`src/rtl/ppu_pixel_gearbox_ctrl.sv`:
```
// Span sequencer for ppu_pixel_gearbox: fetches 32-bit pixel words, drops the
// first-word skip pixels, then emits one width-masked pixel per accepted shift.
module ppu_pixel_gearbox_ctrl #(
  parameter int W_DATA    = 32,
  parameter int W_PIX_MAX = 16,
  parameter int W_COUNT   = 10
) (
  input  logic                 clk,
  input  logic                 rst_n,
  input  logic                 start,
  input  logic [2:0]           pix_mode,
  input  logic [W_COUNT-1:0]   pix_count,
  input  logic [4:0]           first_skip,
  output logic                 busy,
  output logic                 done,
  input  logic                 in_vld,
  output logic                 in_rdy,
  input  logic [W_DATA-1:0]    in_data,
  output logic [W_DATA-1:0]    gb_din,
  output logic                 gb_din_vld,
  output logic [2:0]           gb_shamt,
  input  logic [W_PIX_MAX-1:0] gb_dout,
  output logic                 out_vld,
  input  logic                 out_rdy,
  output logic [W_PIX_MAX-1:0] out_data
);

  // Handshakes: a word/pixel transfers in a cycle where vld and rdy are both high.
  typedef enum logic [1:0] {S_IDLE, S_FETCH, S_SKIP, S_EMIT} state_e;

  state_e               state_q, state_d;
  logic [2:0]           mode_q, mode_d;
  logic [W_COUNT-1:0]   remaining_q, remaining_d;
  logic [4:0]           first_skip_q, first_skip_d;
  logic [5:0]           word_left_q, word_left_d;
  logic [4:0]           skip_left_q, skip_left_d;
  logic                 first_q, first_d;
  logic                 done_q, done_d;

  logic [5:0]           ppw;
  logic [5:0]           ppw_m1;
  logic [4:0]           skip_eff;
  logic [2:0]           shift_code;
  logic                 in_hs;
  logic                 out_hs;
  logic [W_PIX_MAX-1:0] pix_mask;

  assign ppw        = 6'd32 >> mode_q;
  assign ppw_m1     = ppw - 6'd1;
  assign skip_eff   = first_skip_q & ppw_m1[4:0];
  assign shift_code = mode_q + 3'd1;
  assign in_hs      = in_vld & in_rdy;
  assign out_hs     = out_vld & out_rdy;

  assign gb_din     = in_data;
  assign gb_din_vld = in_hs;
  assign done       = done_q;
  assign out_data   = gb_dout & pix_mask;

  always_ff @(posedge clk or negedge rst_n) begin
    if (!rst_n) begin
      state_q      <= S_IDLE;
      mode_q       <= 3'd0;
      remaining_q  <= '0;
      first_skip_q <= 5'd0;
      word_left_q  <= 6'd0;
      skip_left_q  <= 5'd0;
      first_q      <= 1'b0;
      done_q       <= 1'b0;
    end else begin
      state_q      <= state_d;
      mode_q       <= mode_d;
      remaining_q  <= remaining_d;
      first_skip_q <= first_skip_d;
      word_left_q  <= word_left_d;
      skip_left_q  <= skip_left_d;
      first_q      <= first_d;
      done_q       <= done_d;
    end
  end

  always_comb begin
    state_d      = state_q;
    mode_d       = mode_q;
    remaining_d  = remaining_q;
    first_skip_d = first_skip_q;
    word_left_d  = word_left_q;
    skip_left_d  = skip_left_q;
    first_d      = first_q;
    done_d       = 1'b0;
    case (state_q)
      S_IDLE: begin
        if (start) begin
          mode_d       = (pix_mode > 3'd4) ? 3'd4 : pix_mode;
          remaining_d  = pix_count;
          first_skip_d = first_skip;
          first_d      = 1'b1;
          if (pix_count == '0) done_d  = 1'b1;
          else                 state_d = S_FETCH;
        end
      end
      S_FETCH: begin
        if (in_hs) begin
          word_left_d = ppw;
          first_d     = 1'b0;
          if (first_q && (skip_eff != 5'd0)) begin
            skip_left_d = skip_eff;
            state_d     = S_SKIP;
          end else begin
            state_d = S_EMIT;
          end
        end
      end
      S_SKIP: begin
        skip_left_d = skip_left_q - 5'd1;
        word_left_d = word_left_q - 6'd1;
        if (skip_left_q == 5'd1) state_d = S_EMIT;
      end
      S_EMIT: begin
        if (out_hs) begin
          remaining_d = remaining_q - 1'b1;
          word_left_d = word_left_q - 6'd1;
          // Leftover pixels in the last word are simply abandoned.
          if (remaining_q == W_COUNT'(1)) begin
            state_d = S_IDLE;
            done_d  = 1'b1;
          end else if (word_left_q == 6'd1) begin
            state_d = S_FETCH;
          end
        end
      end
      default: state_d = S_IDLE;
    endcase
  end

  always_comb begin
    busy     = (state_q != S_IDLE);
    in_rdy   = (state_q == S_FETCH);
    out_vld  = (state_q == S_EMIT);
    gb_shamt = 3'd0;
    if (state_q == S_SKIP)                gb_shamt = shift_code;
    if ((state_q == S_EMIT) && out_rdy)   gb_shamt = shift_code;
    case (mode_q)
      3'd0:    pix_mask = 16'h0001;
      3'd1:    pix_mask = 16'h0003;
      3'd2:    pix_mask = 16'h000F;
      3'd3:    pix_mask = 16'h00FF;
      default: pix_mask = 16'hFFFF;
    endcase
  end

endmodule

```
`config.mk`:
```
export PLATFORM = sky130hd
export DESIGN_NAME = ppu_pixel_gearbox_ctrl
export DESIGN_NICKNAME = d
export VERILOG_FILES = /design/src/rtl/ppu_pixel_gearbox_ctrl.sv
export SDC_FILE = /design/constraint.sdc
export NUM_CORES = 1
export LEC_CHECK = 0
export CAP_MARGIN = 20
export CORE_MARGIN = 3
export CORE_UTILIZATION = 37
export DETAILED_ROUTE_END_ITERATION = 10
export GPL_ROUTABILITY_DRIVEN = 0
export PLACE_DENSITY_LB_ADDON = 0.1
export SLEW_MARGIN = 20
export SYNTH_ARGS = -nofsm -noshare
export SYNTH_HDL_FRONTEND = slang
export SYNTH_SLANG_ARGS = --single-unit
```
`constraint.sdc`:
```
create_clock -name clk -period 2.2 [get_ports clk]
set_input_delay 0.44 -clock clk [delete_from_list [all_inputs] [get_ports clk]]
set_output_delay 0.44 -clock clk [all_outputs]
set_load 0.01 [all_outputs]
```
==> metrics.cfg <==
[final_layout]
fin_nets = 456
design_area_sq_um = 3660
post-route-util_pct = 55.8
multi_input_area_sq_um = 1590
seq_area_sq_um = 827
diodes = 0
layout-drive-gt1-share_pct = 30.8
final.fill_count = 604
synthToLayoutAreaGrowth_pct = 40.7

[clocking]
cts_max_path_buffers = 2
htreeDepth = 2
clk_latency_ns = 0.29
clk_pin_slew_ns = 0.07
numCtsBuffers = 5
cts_tree = built
root_buffer = clkbuf_8
cts_hold_buf = 0
cts_sinks = 33

[place]
dp_hpwl_um = 4840
place_ws_ns = -0.291
placed_cell_area_sq_um = 3270
portBuffers = 60

[critical_path]
required_ns = 1.76
end_kind = primary output
critPathLaunchType = flip-flop
worstPathArrival_ns = 1.91
worstSetupPathType = flip-flop to primary output
path_max_fanout = 8

[floorplan]
die_w_um = 89.9
die_h_um = 89.9
dieArea_sq_um = 8080
rows = 29
core_area_sq_um = 6570
io_pins = 127
initial_core_util_pct = 39.7

[drt]
routed_via_density = 5.10
drt_iter0_drc = 95
drc = 0
ant_nets = 0
vias = 2361
firstDrtPassIters = 4
routedWlPerCell_um = 14.5
drt-total-wl_um = 6730

[min_path]
hold_class = flip-flop to flip-flop

[timing]
slew_viol_final = 0
min_period_ns = 2.35
rsz0062_at_grt = true
hold_viol = 0
clock_skew_ns = 0.00898
maxClockFrequency_ghz = 0.425
worst_pin_slew_ns = 0.652
maxSlewHeadroom_pct = 56.1
setup_violations = 16
period_share_pct = 107
holdWs_ns = 0.509
setup_ws_ns = -0.152

[synth]
async_flop_share_pct = 100
synth-main-ff-cell = dfrtp_1
syn-num-nets = 391
ys_types = 53
syn_inst = 304
synth_area_sq_um = 2600
avgSynthCellArea_sq_um = 8.57
ys_seq_area_share_pct = 31.7
ys_ff_latch = 33
yosysWarnings = 0
synth_edf_count = 0

[global_route]
grt_max_degree = 34
grt_usage_pct = 16.8
grt_first_pass_wirelength_um = 11200
antenna_found_initial = 0
first_global_vias = 2340
gr-total-overflow = 0

[power]
peakVddDrop_mv = 0.807
p_leak_uw = 0.00155
power.density_nw_per_um2 = 1550
finalPower_uw = 5670

[flow_run]
maxCapViolations = 0

[run_status]
violations = negative setup slack
outcome = finished with violations

-- synth_stat cells (2+ instances only) --
cell        n  area, sq um
nand3b_1    5         37.5
buf_2       3         15.0
nor2_1     20         75.1
mux2_2      8         90.1
nand3_1     8         40.0
a32oi_1     4         35.0
nand2b_1    7         43.8
nand4b_1    2         17.5
o22ai_1     5         31.3
nor4b_1     2         17.5
and2_1      9         56.3
o22a_1      2         17.5
dfrtp_1    33          826
o21ai_0    21          105
nor4_1      4         25.0
clkbuf_1    7         26.3
nor2b_1     8         50.1
inv_1      18         67.6
ha_1       16          200
mux2i_1     5         50.1
buf_4      33          248
nand2_1    22         82.6
buf_1       2         7.51
a22o_1      2         17.5
a2bb2oi_1   2         17.5
a21oi_1    19         95.1
o211ai_1    6         45.0
nor3_1      6         30.0
-- timing repair --
| item | in CTS | in global routing |
|---|---|---|
| pin swaps | 12 | 17 |
| setup endpoints to repair | 26 | 25 |
| buffers inserted | 10 | 1 |
| gates resized for setup | 88 | 38 |
-- registers in the layout, indices dropped and copies added, names as in the netlist --
register,cells
first_q,1
word_left_q,6
skip_left_q,5
remaining_q,10
done,1
state_q,2
first_skip_q,5
mode_q,3
-- final timing paths --
| path | endpoint | slack, ns | startpoint | depth (start not counted) |
|---|---|---|---|---|
| min | word_left_q[4] | 0.51 | word_left_q[4] | 2 |
| max reg2reg | skip_left_q[4] | -0.09 | mode_q[0] | 10 |
| min in group asynchronous | remaining_q[6] | 0.56 | rst_n | 2 |
| max in group asynchronous | mode_q[0] | 1.28 | rst_n | 2 |
| max | out_data[14] | -0.15 | mode_q[0] | 7 |
| min reg2reg | word_left_q[4] | 0.51 | word_left_q[4] | 2 |
-- metal layers --
layer | global-route usage (%) | part of all wire [%] | vias up
li1 | - | - | 1172
met3 | 3.84 | 4.0 | 12
met5 | 0 | 0 | -
met2 | 28.4 | 50 | 42
met4 | 6.12 | 1.4 | 0
met1 | 20.9 | 44 | 1135
-- worst max-delay path: stages, from the launching register on --
cell     delay (ns)
dfrtp_2        0.42
inv_2          0.07
ha_4           0.16
or3_4          0.40
a21oi_4        0.20
buf_6          0.15
and2_1         0.11
buf_2          0.12
-- kinds of logic (layout without fill, tap and decap cells) --
family	Yosys count	count (layout)	share of synthesized area, %
adder cells (fa/ha/maj)	16	16	7.68
multiplexers	13	13	5.38
AND/OR/NAND/NOR	103	103	21.8
AO/OA/AOI/OAI	73	73	18.4
XOR/XNOR	2	2	0.673
buffers and inverters	64	130	14.4
flip-flops	33	33	31.7
-- metrics by stage --
step | cells | TNS (ns)
floorplan | 304 | 0
CTS | 462 | -1.92
detailed placement | 444 | -5.03
global placement | 444 | -4.06
global route | 463 | -3.30
finish | 463 | -1.73
-- layout by cell type, fill, tap and decap left out, types with 7 or more instances in the layout --
master and n:
buf_4 34, a21oi_1 18, nand2b_1 7, inv_1 15
nor2b_1 8, buf_6 16, o21ai_0 20, ha_1 7
dfrtp_1 32, nor2_1 18, clkdlybuf4s50_1 41, mux2_2 8
nand3_1 8, nand2_1 19, and2_4 7
-- final cells by class --
class	instances	area share (%)
Timing Repair Buffer	104	25.8
Inverter	18	1.84
Clock buffer	7	2.36
Sequential cell	33	22.6
Multi-Input combinational cell	207	43.5
Clock inverter	1	0.819
Tap cell	93	3.18
-- report_power, final --
part / switching, uW / total [uW] / internal (uW)
Combinational: 1860 / 3880 / 2010
Sequential: 286 / 1190 / 905
Clock: 233 / 603 / 370
Total: 2380 / 5670 / 3290
No activity file was read; power rests on OpenSTA's default activity.
